## src/rtl/l1_port_arbiter_if.sv

```systemverilog
// rtl/l1_port_arbiter_if.sv - L1 requester ports and shared memory channel bundle
interface l1_port_arbiter_if #(
    parameter int NUM_PORTS = 4,
    parameter int ADDR_W    = 32,
    parameter int DATA_W    = 32,
    parameter int LEN_W     = 2
);
    localparam int ID_W = $clog2(NUM_PORTS);
    localparam int BE_W = DATA_W / 8;

    // requester side
    logic [NUM_PORTS-1:0]        req_valid;
    logic [NUM_PORTS-1:0]        req_ready;
    logic [NUM_PORTS*ADDR_W-1:0] req_addr;
    logic [NUM_PORTS-1:0]        req_rnw;
    logic [NUM_PORTS*LEN_W-1:0]  req_len;
    logic [NUM_PORTS*DATA_W-1:0] req_wdata;
    logic [NUM_PORTS*BE_W-1:0]   req_be;
    logic [NUM_PORTS-1:0]        rsp_valid;
    logic [DATA_W-1:0]           rsp_data;
    logic                        rsp_last;
    logic                        protocol_err;

    // downstream memory channel
    logic                        mem_valid;
    logic                        mem_ready;
    logic [ADDR_W-1:0]           mem_addr;
    logic                        mem_rnw;
    logic [LEN_W-1:0]            mem_len;
    logic [DATA_W-1:0]           mem_wdata;
    logic [BE_W-1:0]             mem_be;
    logic [ID_W-1:0]             mem_id;
    logic                        mem_rvalid;
    logic [DATA_W-1:0]           mem_rdata;
    logic                        mem_rlast;

    // arbiter side
    modport master (
        input  req_valid, req_addr, req_rnw, req_len, req_wdata, req_be,
        input  mem_ready, mem_rvalid, mem_rdata, mem_rlast,
        output req_ready, rsp_valid, rsp_data, rsp_last, protocol_err,
        output mem_valid, mem_addr, mem_rnw, mem_len, mem_wdata, mem_be, mem_id
    );

    // requesters plus memory side
    modport slave (
        output req_valid, req_addr, req_rnw, req_len, req_wdata, req_be,
        output mem_ready, mem_rvalid, mem_rdata, mem_rlast,
        input  req_ready, rsp_valid, rsp_data, rsp_last, protocol_err,
        input  mem_valid, mem_addr, mem_rnw, mem_len, mem_wdata, mem_be, mem_id
    );
endinterface

```

## src/rtl/l1_port_arbiter.sv

```systemverilog
// rtl/l1_port_arbiter.sv - N-port L1 arbiter with registered output and in-order read routing
module l1_port_arbiter #(
    parameter int    NUM_PORTS       = 4,
    parameter int    ADDR_W          = 32,
    parameter int    DATA_W          = 32,
    parameter int    LEN_W           = 2,
    parameter string PRIORITY_MODE   = "ROUND_ROBIN",
    parameter int    MAX_OUTSTANDING = 4
) (
    input  logic                    clk,
    input  logic                    rst_n,
    l1_port_arbiter_if.master       bus
);
    localparam int ID_W       = $clog2(NUM_PORTS);
    localparam int BE_W       = DATA_W / 8;
    localparam int PTR_W      = $clog2(MAX_OUTSTANDING);
    localparam int CNT_W      = PTR_W + 1;
    localparam bit FIXED_MODE = (PRIORITY_MODE == "FIXED");

    logic [ID_W-1:0]      rr_ptr;
    logic [ID_W-1:0]      fifo_mem [MAX_OUTSTANDING];
    logic [PTR_W-1:0]     wr_ptr;
    logic [PTR_W-1:0]     rd_ptr;
    logic [CNT_W-1:0]     rd_cnt;

    logic                 capture;
    logic                 fifo_full;
    logic                 fifo_empty;
    logic                 push;
    logic                 pop;
    logic [NUM_PORTS-1:0] eligible;
    logic                 gnt_any;
    logic [ID_W-1:0]      gnt_idx;
    logic [NUM_PORTS-1:0] gnt_oh;

    logic [ADDR_W-1:0]    sel_addr;
    logic                 sel_rnw;
    logic [LEN_W-1:0]     sel_len;
    logic [DATA_W-1:0]    sel_wdata;
    logic [BE_W-1:0]      sel_be;

    // The output register can take a new request when empty or draining this cycle
    assign capture    = !bus.mem_valid || bus.mem_ready;
    assign fifo_full  = (rd_cnt == CNT_W'(MAX_OUTSTANDING));
    assign fifo_empty = (rd_cnt == '0);
    // Reads are masked while the tracker is full; writes never need a slot
    assign eligible   = bus.req_valid & (~bus.req_rnw | {NUM_PORTS{!fifo_full}});

    // Search from the base upward, then wrap to the ports below it
    always_comb begin
        int base;
        base    = FIXED_MODE ? 0 : int'(rr_ptr);
        gnt_any = 1'b0;
        gnt_idx = '0;
        for (int i = 0; i < NUM_PORTS; i++) begin
            if (!gnt_any && eligible[i] && (i >= base)) begin
                gnt_any = 1'b1;
                gnt_idx = ID_W'(i);
            end
        end
        for (int i = 0; i < NUM_PORTS; i++) begin
            if (!gnt_any && eligible[i]) begin
                gnt_any = 1'b1;
                gnt_idx = ID_W'(i);
            end
        end
    end

    assign gnt_oh = gnt_any ? (NUM_PORTS'(1) << gnt_idx) : '0;

    // Mux the winning port's request fields
    always_comb begin
        sel_addr  = '0;
        sel_len   = '0;
        sel_wdata = '0;
        sel_be    = '0;
        for (int i = 0; i < NUM_PORTS; i++) begin
            if (gnt_oh[i]) begin
                sel_addr  = bus.req_addr[i*ADDR_W +: ADDR_W];
                sel_len   = bus.req_len[i*LEN_W +: LEN_W];
                sel_wdata = bus.req_wdata[i*DATA_W +: DATA_W];
                sel_be    = bus.req_be[i*BE_W +: BE_W];
            end
        end
    end

    assign sel_rnw       = |(gnt_oh & bus.req_rnw);
    assign bus.req_ready = (rst_n && capture) ? gnt_oh : '0;

    assign push = capture && gnt_any && sel_rnw;
    assign pop  = bus.mem_rvalid && bus.mem_rlast && !fifo_empty;

    // Returning data goes to the port at the head of the read tracker
    assign bus.rsp_valid = (rst_n && bus.mem_rvalid && !fifo_empty)
                         ? (NUM_PORTS'(1) << fifo_mem[rd_ptr]) : '0;
    assign bus.rsp_data  = bus.mem_rdata;
    assign bus.rsp_last  = bus.mem_rlast;

    // Output register and round-robin pointer
    always_ff @(posedge clk) begin
        if (!rst_n) begin
            bus.mem_valid <= 1'b0;
            bus.mem_addr  <= '0;
            bus.mem_rnw   <= 1'b0;
            bus.mem_len   <= '0;
            bus.mem_wdata <= '0;
            bus.mem_be    <= '0;
            bus.mem_id    <= '0;
            rr_ptr        <= '0;
        end else if (capture) begin
            bus.mem_valid <= gnt_any;
            if (gnt_any) begin
                bus.mem_addr  <= sel_addr;
                bus.mem_rnw   <= sel_rnw;
                bus.mem_len   <= sel_len;
                bus.mem_wdata <= sel_wdata;
                bus.mem_be    <= sel_be;
                bus.mem_id    <= gnt_idx;
                rr_ptr        <= (gnt_idx == ID_W'(NUM_PORTS - 1)) ? '0 : gnt_idx + 1'b1;
            end
        end
    end

    // In-order read tracker; count uses registered value for the full check
    always_ff @(posedge clk) begin
        if (!rst_n) begin
            wr_ptr <= '0;
            rd_ptr <= '0;
            rd_cnt <= '0;
        end else begin
            if (push) begin
                fifo_mem[wr_ptr] <= gnt_idx;
                wr_ptr           <= wr_ptr + 1'b1;
            end
            if (pop) begin
                rd_ptr <= rd_ptr + 1'b1;
            end
            rd_cnt <= rd_cnt + CNT_W'(push) - CNT_W'(pop);
        end
    end

    // Sticky flag for read data that nobody asked for
    always_ff @(posedge clk) begin
        if (!rst_n) begin
            bus.protocol_err <= 1'b0;
        end else if (bus.mem_rvalid && fifo_empty) begin
            bus.protocol_err <= 1'b1;
        end
    end
endmodule

```

## src/flat_wrapper.sv

```systemverilog
// flat-port wrapper written by rule: the top's interface ports become plain ports
module l1_port_arbiter_flat 
#(
    parameter int    NUM_PORTS       = 4,
    parameter int    ADDR_W          = 32,
    parameter int    DATA_W          = 32,
    parameter int    LEN_W           = 2,
    parameter string PRIORITY_MODE   = "           ",
    parameter int    MAX_OUTSTANDING = 4
)
  (clk, rst_n, bus_req_valid, bus_req_addr, bus_req_rnw, bus_req_len, bus_req_wdata, bus_req_be, bus_mem_ready, bus_mem_rvalid, bus_mem_rdata, bus_mem_rlast, bus_req_ready, bus_rsp_valid, bus_rsp_data, bus_rsp_last, bus_protocol_err, bus_mem_valid, bus_mem_addr, bus_mem_rnw, bus_mem_len, bus_mem_wdata, bus_mem_be, bus_mem_id);
  l1_port_arbiter_if #(.NUM_PORTS(NUM_PORTS), .ADDR_W(ADDR_W), .DATA_W(DATA_W), .LEN_W(LEN_W)) bus_i ();
  input  logic clk;
  input  logic rst_n;
  input wire logic [$bits(bus_i.req_valid)-1:0] bus_req_valid;
  input wire logic [$bits(bus_i.req_addr)-1:0] bus_req_addr;
  input wire logic [$bits(bus_i.req_rnw)-1:0] bus_req_rnw;
  input wire logic [$bits(bus_i.req_len)-1:0] bus_req_len;
  input wire logic [$bits(bus_i.req_wdata)-1:0] bus_req_wdata;
  input wire logic [$bits(bus_i.req_be)-1:0] bus_req_be;
  input wire logic [$bits(bus_i.mem_ready)-1:0] bus_mem_ready;
  input wire logic [$bits(bus_i.mem_rvalid)-1:0] bus_mem_rvalid;
  input wire logic [$bits(bus_i.mem_rdata)-1:0] bus_mem_rdata;
  input wire logic [$bits(bus_i.mem_rlast)-1:0] bus_mem_rlast;
  output wire logic [$bits(bus_i.req_ready)-1:0] bus_req_ready;
  output wire logic [$bits(bus_i.rsp_valid)-1:0] bus_rsp_valid;
  output wire logic [$bits(bus_i.rsp_data)-1:0] bus_rsp_data;
  output wire logic [$bits(bus_i.rsp_last)-1:0] bus_rsp_last;
  output wire logic [$bits(bus_i.protocol_err)-1:0] bus_protocol_err;
  output wire logic [$bits(bus_i.mem_valid)-1:0] bus_mem_valid;
  output wire logic [$bits(bus_i.mem_addr)-1:0] bus_mem_addr;
  output wire logic [$bits(bus_i.mem_rnw)-1:0] bus_mem_rnw;
  output wire logic [$bits(bus_i.mem_len)-1:0] bus_mem_len;
  output wire logic [$bits(bus_i.mem_wdata)-1:0] bus_mem_wdata;
  output wire logic [$bits(bus_i.mem_be)-1:0] bus_mem_be;
  output wire logic [$bits(bus_i.mem_id)-1:0] bus_mem_id;
  assign bus_i.req_valid = bus_req_valid;
  assign bus_i.req_addr = bus_req_addr;
  assign bus_i.req_rnw = bus_req_rnw;
  assign bus_i.req_len = bus_req_len;
  assign bus_i.req_wdata = bus_req_wdata;
  assign bus_i.req_be = bus_req_be;
  assign bus_i.mem_ready = bus_mem_ready;
  assign bus_i.mem_rvalid = bus_mem_rvalid;
  assign bus_i.mem_rdata = bus_mem_rdata;
  assign bus_i.mem_rlast = bus_mem_rlast;
  assign bus_req_ready = bus_i.req_ready;
  assign bus_rsp_valid = bus_i.rsp_valid;
  assign bus_rsp_data = bus_i.rsp_data;
  assign bus_rsp_last = bus_i.rsp_last;
  assign bus_protocol_err = bus_i.protocol_err;
  assign bus_mem_valid = bus_i.mem_valid;
  assign bus_mem_addr = bus_i.mem_addr;
  assign bus_mem_rnw = bus_i.mem_rnw;
  assign bus_mem_len = bus_i.mem_len;
  assign bus_mem_wdata = bus_i.mem_wdata;
  assign bus_mem_be = bus_i.mem_be;
  assign bus_mem_id = bus_i.mem_id;
  l1_port_arbiter #(.NUM_PORTS(NUM_PORTS), .ADDR_W(ADDR_W), .DATA_W(DATA_W), .LEN_W(LEN_W), .PRIORITY_MODE(PRIORITY_MODE), .MAX_OUTSTANDING(MAX_OUTSTANDING)) u_core (.clk(clk), .rst_n(rst_n), .bus(bus_i));
endmodule
```

## config.mk

```make
export PLATFORM = sky130hd
export DESIGN_NAME = l1_port_arbiter_flat
export DESIGN_NICKNAME = d
export VERILOG_FILES = /design/src/rtl/l1_port_arbiter_if.sv /design/src/rtl/l1_port_arbiter.sv /design/src/flat_wrapper.sv
export SDC_FILE = /design/constraint.sdc
export NUM_CORES = 1
export LEC_CHECK = 0
export CAP_MARGIN = 20
export CORE_AREA = 2 2 171 173
export DETAILED_ROUTE_END_ITERATION = 10
export DIE_AREA = 0 0 173 175
export RECOVER_POWER = 50
export SETUP_SLACK_MARGIN = 0.2
export SYNTH_ARGS = -nofsm -noshare
export SYNTH_HDL_FRONTEND = slang
export SYNTH_SLANG_ARGS = --single-unit
```

## constraint.sdc

```tcl
create_clock -name clk -period 7.7 [get_ports clk]
set_input_delay 1.54 -clock clk [delete_from_list [all_inputs] [get_ports clk]]
set_output_delay 1.54 -clock clk [all_outputs]
set_load 0.1 [all_outputs]
```

==> flow_summary.json, run 1 <==
{
  "period_share": 0.783,
  "dp.cells": 1406,
  "first_pass_iters": 5,
  "cts_max_level": 3,
  "swShare": 0.566,
  "clk_latency_ns": 0.36,
  "wl_per_cell_um": 22.6,
  "cpMaxStageDelayCell": "clkbuf_1",
  "clockRootBuffer": "clkbuf_16",
  "gp_congestion": 0.835,
  "drcViolationCount": 0,
  "r2r-start": "u_core.rd_cnt[2]",
  "cts_inserted_buffers": 9,
  "powerDensity_nw_per_um2": 326,
  "die_y_um": 175,
  "cpPeakStageDelay_ns": 2.92,
  "hold_ws_ns": 0.471,
  "arrival_ns": 6.23,
  "required_ns": 7.91,
  "path_cells": "dlygate4sd3_1 -> clkinvlp_2 -> clkbuf_1 -> a311oi_1 -> mux2i_1 -> o311ai_1",
  "synth_area_leaders": "dfxtp_1, a311oi_1, o221ai_1, and3_1, and2_1",
  "drt_iter0_drc": 545,
  "grt_pass1_vias": 8110,
  "syn-cell-area_sq_um": 6440,
  "worst_pin_slew_ns": 4.23,
  "rr_endpoint": "u_core.rd_cnt[2]",
  "grt_max_degree": 84,
  "syn_avg_cell_area_sq_um": 8.43,
  "vdd_ir_drop_max_v": 0.000238,
  "routed_wl_mm": 32.2,
  "layoutNonFillerInstCount": 1422,
  "skew_ns": 0.0132,
  "final_common_cell": "clkdlybuf4s50_1",
  "fin_area_sq_um": 10500,
  "pwr-share-seq": 0.211,
  "status": "finished, violations left",
  "viasPerCell": 5.52,
  "p_int_w": 0.00148,
  "ys_seq_area_frac": 0.305,
  "async_reset_ff_frac": 0,
  "cts_resized": 0,
  "fin_crit_ns": 6.03,
  "start_util": 0.227,
  "cts_sinks": 94,
  "cp-endpoint": "u_core.wr_ptr[1]",
  "yosysWarnings": 0,
  "critPathLaunch": "rst_n",
  "core_area_sq_um": 28400,
  "clock_path_buffers": 2,
  "yosysTopAreaCell": "dfxtp_1",
  "relSlewSlack": -1.82,
  "cp-end-kind": "register",
  "die_w_um": 173,
  "final_cell_mix": "clkdlybuf4s50_1, dfxtp_1, and3_1, and2_1, a311oi_1",
  "die_area_sq_um": 30300,
  "drv_cap": 1,
  "hold_buffers": 0,
  "critPathMaxFanout": 76,
  "switchingPower_w": 0.00193,
  "layout.nets": 1367,
  "tns_ns": 0,
  "timing.hold.worst.class": "reg -> reg",
  "cts_setup_buffers": 0,
  "place_area_sq_um": 10200,
  "fmax_mhz": 166,
  "violations": "capacitance limit, slew limit",
  "finalSetupViolCount": 0,
  "postSynthCellCount": 764,
  "ys.flop_type": "dfxtp_1",
  "critPathLaunchType": "input pin",
  "port_buffers": 376,
  "overflow": 0,
  "r2r_cells": 16,
  "r2r_slack_ns": 3.21,
  "synth_edf_count": 8,
  "hold_viol": 0,
  "yosys.area.top_type_share": 0.267,
  "grt_pass1_wl_mm": 47.9,
  "synth_nets": 1098,
  "n_fill_cell": 2926,
  "track_usage": 0.201,
  "p_comb_frac": 0.650,
  "clk_pin_slew_worst_paths_ns": 0.08,
  "drive_gt1_frac": 0.0472,
  "rsz0062_at_grt": "no",
  "drv_slew": 77,
  "num_vias": 7848,
  "criticalPathCategory": "in -> reg",
  "synth_seq_cells": 94,
  "hpwl_mm": 20.6,
  "diodes": 0,
  "cts_tree": "yes",
  "row_count": 62,
  "area_growth_pct": 62.8,
  "antenna_found_initial": 1,
  "leakage_nw": 3.88,
  "synth.distinct_cells": 52,
  "io_pins": 441,
  "clkPwrFrac": 0.139,
  "antenna_left": 0
}
[logic make-up (layout without fill, tap and decap cells)]
kind of cell,count (synthesis),count (layout),share of synthesized area
fa+ha+maj,9,9,0.0187
mux,3,3,0.00855
xor+xnor,4,4,0.00544
flops,94,94,0.305
compound gates,309,309,0.363
simple gates,204,204,0.192
buf+inv,141,415,0.108
[state kept, by name, summed over array words and instances, names as in the netlist, 2 cells and up, named ones only]
signal                cells
u_core.rd_cnt             3
u_core.rd_ptr             2
u_core.rr_ptr             2
u_core.bus.mem_id         2
u_core.fifo_mem           8
u_core.bus.mem_be         4
u_core.bus.mem_wdata     32
u_core.bus.mem_len        2
u_core.wr_ptr             2
u_core.bus.mem_addr      32
[final cells by class]
class,count,area (sq um),share of cell area
clock inverter,7,77.6,0.00740
multi-input combinational,529,3840,0.366
sequential,94,1960,0.187
timing repair buffer,388,3850,0.368
tap,384,480,0.0458
clock buffer,9,225,0.0215
inverter,11,42.5,0.00406
[per-layer routing]
layer / vias to the layer above / routed length [um] / GRT usage
met5: - / 13 / 0
met3: 63 / 2430 / 0.0513
li1: 3591 / - / -
met4: 2 / 913 / 0.0773
met1: 3772 / 13200 / 0.243
met2: 420 / 15600 / 0.345
[power groups by stage]
stage | registers [W] | logic [W] | clock network [W]
finish | 0.000722 | 0.00222 | 0.000473
CTS | 0.000726 | 0.00226 | 0.000492
global route | 0.000740 | 0.00231 | 0.000505
floorplan | 0.00157 | 0.000815 | 0
detailed placement | 0.000735 | 0.00225 | 0
global placement | 0.000731 | 0.00225 | 0
[critical path: cells and delay by family]
family                 cells  cell delay (ns)
buffers and inverters      3             4.04
muxes                      1             0.32
AOI/OAI and AO/OA          2             0.30
[cell usage after synthesis, types with 2 or more instances]
library cell	n
a21oi_1	6
a21oi_2	2
a311oi_1	73
a31oi_1	70
and2_1	75
and3_1	78
buf_2	30
buf_4	34
clkbuf_1	66
dfxtp_1	86
edfxtp_1	8
ha_1	8
inv_1	10
mux4_2	2
nand2_1	15
nand2b_1	2
nand3_1	4
nand4bb_1	3
nor2_1	12
nor2b_1	3
nor3_1	2
o21a_1	2
o21ai_0	2
o221ai_1	70
o22ai_1	70
o311ai_1	2
o31ai_1	2
xnor2_1	2
xor2_1	2
[how the worst min path moves through the flow]
stage,from,endpoint,slack (ns),cells past startpoint
2_1_floorplan,u_core.rd_ptr[1],register,0.48,2
3_5_place_dp,u_core.bus.mem_id[0],u_core.bus.mem_id[0],0.45,2
4_1_cts,u_core.bus.mem_id[0],u_core.bus.mem_id[0],0.46,2
6_report,u_core.bus.mem_id[0],u_core.bus.mem_id[0],0.47,2
3_3_place_gp,u_core.bus.mem_id[0],u_core.bus.mem_id[0],0.44,2
5_1_grt,u_core.bus.mem_rnw,u_core.bus.mem_rnw,0.52,2
[metrics by stage]
stage	util	total power, W	setup WS [ns]
after floorplan	-	0.00238	0.979
after global placement	0.359	0.00298	1.96
after CTS	0.369	0.00347	1.93
after global routing	0.369	0.00356	1.22
final	0.369	0.00342	1.67
after detailed placement	0.359	0.00298	1.92
Note: power is estimated with default switching activity, not from simulation.
==> run 2, diff against run 1 <==
--- a/config.mk
+++ b/config.mk
@@ -6,9 +6,9 @@
 export NUM_CORES = 1
 export LEC_CHECK = 0
 export CAP_MARGIN = 20
-export CORE_AREA = 2 2 171 173
+export CORE_AREA = 2 2 173 175
 export DETAILED_ROUTE_END_ITERATION = 10
-export DIE_AREA = 0 0 173 175
+export DIE_AREA = 0 0 175 177
 export RECOVER_POWER = 50
 export SETUP_SLACK_MARGIN = 0.2
 export SYNTH_ARGS = -nofsm -noshare
==> constraint.sdc (replaced) <==
create_clock -name clk -period 5.6 [get_ports clk]
set_input_delay 1.12 -clock clk [delete_from_list [all_inputs] [get_ports clk]]
set_output_delay 1.12 -clock clk [all_outputs]
set_load 0.1 [all_outputs]
==> flow_summary.json, run 2 (same netlist as run 1, synthesis figures left out) <==
{
  "clock_path_buffers": 2,
  "cp-end-kind": "output port",
  "clkPwrFrac": 0.141,
  "clockRootBuffer": "clkbuf_16",
  "drv_slew": 81,
  "drcViolationCount": 0,
  "cts_max_level": 3,
  "antenna_found_initial": 3,
  "place_area_sq_um": 10300,
  "wl_per_cell_um": 23.2,
  "track_usage": 0.206,
  "hold_buffers": 0,
  "routed_wl_mm": 33.4,
  "antenna_left": 0,
  "arrival_ns": 3.74,
  "overflow": 0,
  "num_vias": 7918,
  "clk_pin_slew_worst_paths_ns": 0.07,
  "hpwl_mm": 22.4,
  "timing.hold.worst.class": "reg -> reg",
  "critPathMaxFanout": 30,
  "first_pass_iters": 5,
  "start_util": 0.220,
  "p_comb_frac": 0.651,
  "layout.nets": 1374,
  "swShare": 0.559,
  "area_growth_pct": 64.0,
  "leakage_nw": 3.92,
  "violations": "capacitance limit, slew limit",
  "cts_inserted_buffers": 9,
  "critPathLaunchType": "input pin",
  "viasPerCell": 5.51,
  "drv_cap": 1,
  "top_regs": "u_core.bus.mem_addr x32, u_core.bus.mem_wdata x32, u_core.fifo_mem x8",
  "cts_sinks": 94,
  "core_area_sq_um": 29200,
  "vdd_ir_drop_max_v": 0.000185,
  "port_buffers": 376,
  "multiInputGateArea_sq_um": 3830,
  "row_count": 63,
  "pwr-share-seq": 0.208,
  "cts_resized": 0,
  "drt_iter0_drc": 567,
  "cts_setup_buffers": 0,
  "seq_area_sq_um": 1960,
  "fin_area_sq_um": 10600,
  "required_ns": 4.48,
  "criticalPathCategory": "in -> out",
  "grt_pass1_vias": 7931,
  "tns_ns": 0,
  "rsz0062_at_grt": "no",
  "finalSetupViolCount": 0,
  "final_cell_mix": "clkdlybuf4s50_1, dfxtp_1, and3_1, and2_1, a311oi_1",
  "hold_ws_ns": 0.465,
  "fin_util": 0.361,
  "die_w_um": 175,
  "hold_viol": 0,
  "die_area_sq_um": 31000,
  "fin_crit_ns": 4.86,
  "gp_congestion": 0.876,
  "drive_gt1_frac": 0.0584,
  "clk_latency_ns": 0.36,
  "worst_pin_slew_ns": 2.09,
  "die_y_um": 177,
  "p_int_w": 0.00211,
  "grt_max_degree": 81,
  "final_common_cell": "clkdlybuf4s50_1",
  "status": "finished, violations left",
  "powerDensity_nw_per_um2": 453,
  "finalPower_w": 0.00478,
  "fmax_mhz": 206,
  "switchingPower_w": 0.00268,
  "grt_pass1_wl_mm": 48.9,
  "period_share": 0.868,
  "io_pins": 441,
  "relSlewSlack": -0.396,
  "cts_tree": "yes",
  "skew_ns": 0.0134,
  "n_fill_cell": 3008
}
==> run 2: changes by cell type in the layout (fill, tap and decap cells not counted), sizes merged <==
cell	change
buf	+11
clkinv	-3
dlygate4sd3	-3
clkbuf	+2
clkdlybuf4s50	-2
diode	+2
bufinv	+1
clkinvlp	+1
==> run 2: stage by stage <==
stage	instances	setup slack [ns]
3_5_place_dp	1419	0.746
4_1_cts	1435	0.739
6_report	1437	0.739
5_1_grt	1435	0.561
2_1_floorplan	764	0.589
3_3_place_gp	1419	0.789
==> run 2: final timing paths <==
kind / from / to / slack (ns) / cells after the start
max: bus_req_rnw[0] / bus_req_ready[1] / 0.74 / 7
min: u_core.bus.mem_id[0] / u_core.bus.mem_id[0] / 0.47 / 2
max reg2reg: u_core.rd_cnt[2] / u_core.rd_cnt[1] / 1.76 / 14
min reg2reg: u_core.bus.mem_id[0] / u_core.bus.mem_id[0] / 0.47 / 2
==> run 2: worst max-delay path: stages <==
cell and delay, ns:
dlygate4sd3_1 0.58, nand4bb_2 0.18, nand3b_1 0.16, and2_2 0.57, nand2_2 0.56, nor2_1 0.35
buf_12 0.21
==> run 2: final cells by class <==
cell class,instances,share of cell area
clock buffer,10,0.0217
inverter,11,0.00403
sequential,94,0.186
tap,390,0.0462
timing repair buffer,395,0.372
multi-input combinational,529,0.363
antenna,2,0.000474
clock inverter,6,0.00723
==> run 2: power by group through the flow <==
stage	registers (W)	logic, W	clock network, W
finish	0.000995	0.00311	0.000676
global route	0.00102	0.00325	0.000727
CTS	0.000998	0.00317	0.000701
detailed placement	0.00101	0.00315	0
global placement	0.00100	0.00314	0
floorplan	0.00216	0.00112	0
==> run 2: routing by layer <==
| metal | vias up | part of all wire | global-route usage |
|---|---|---|---|
| li1 | 3603 | - | - |
| met1 | 3818 | 0.41 | 0.263 |
| met2 | 425 | 0.47 | 0.333 |
| met3 | 70 | 0.087 | 0.0511 |
| met4 | 2 | 0.032 | 0.0826 |
| met5 | - | 0.00039 | 0 |
==> run 3, diff against run 2 <==
--- a/config.mk
+++ b/config.mk
@@ -5,7 +5,6 @@
 export SDC_FILE = /design/constraint.sdc
 export NUM_CORES = 1
 export LEC_CHECK = 0
-export CAP_MARGIN = 20
 export CORE_AREA = 2 2 173 175
 export DETAILED_ROUTE_END_ITERATION = 10
 export DIE_AREA = 0 0 175 177
==> results of run 3 <==
The final DEF is identical to that of run 2; final timing and power are the same.
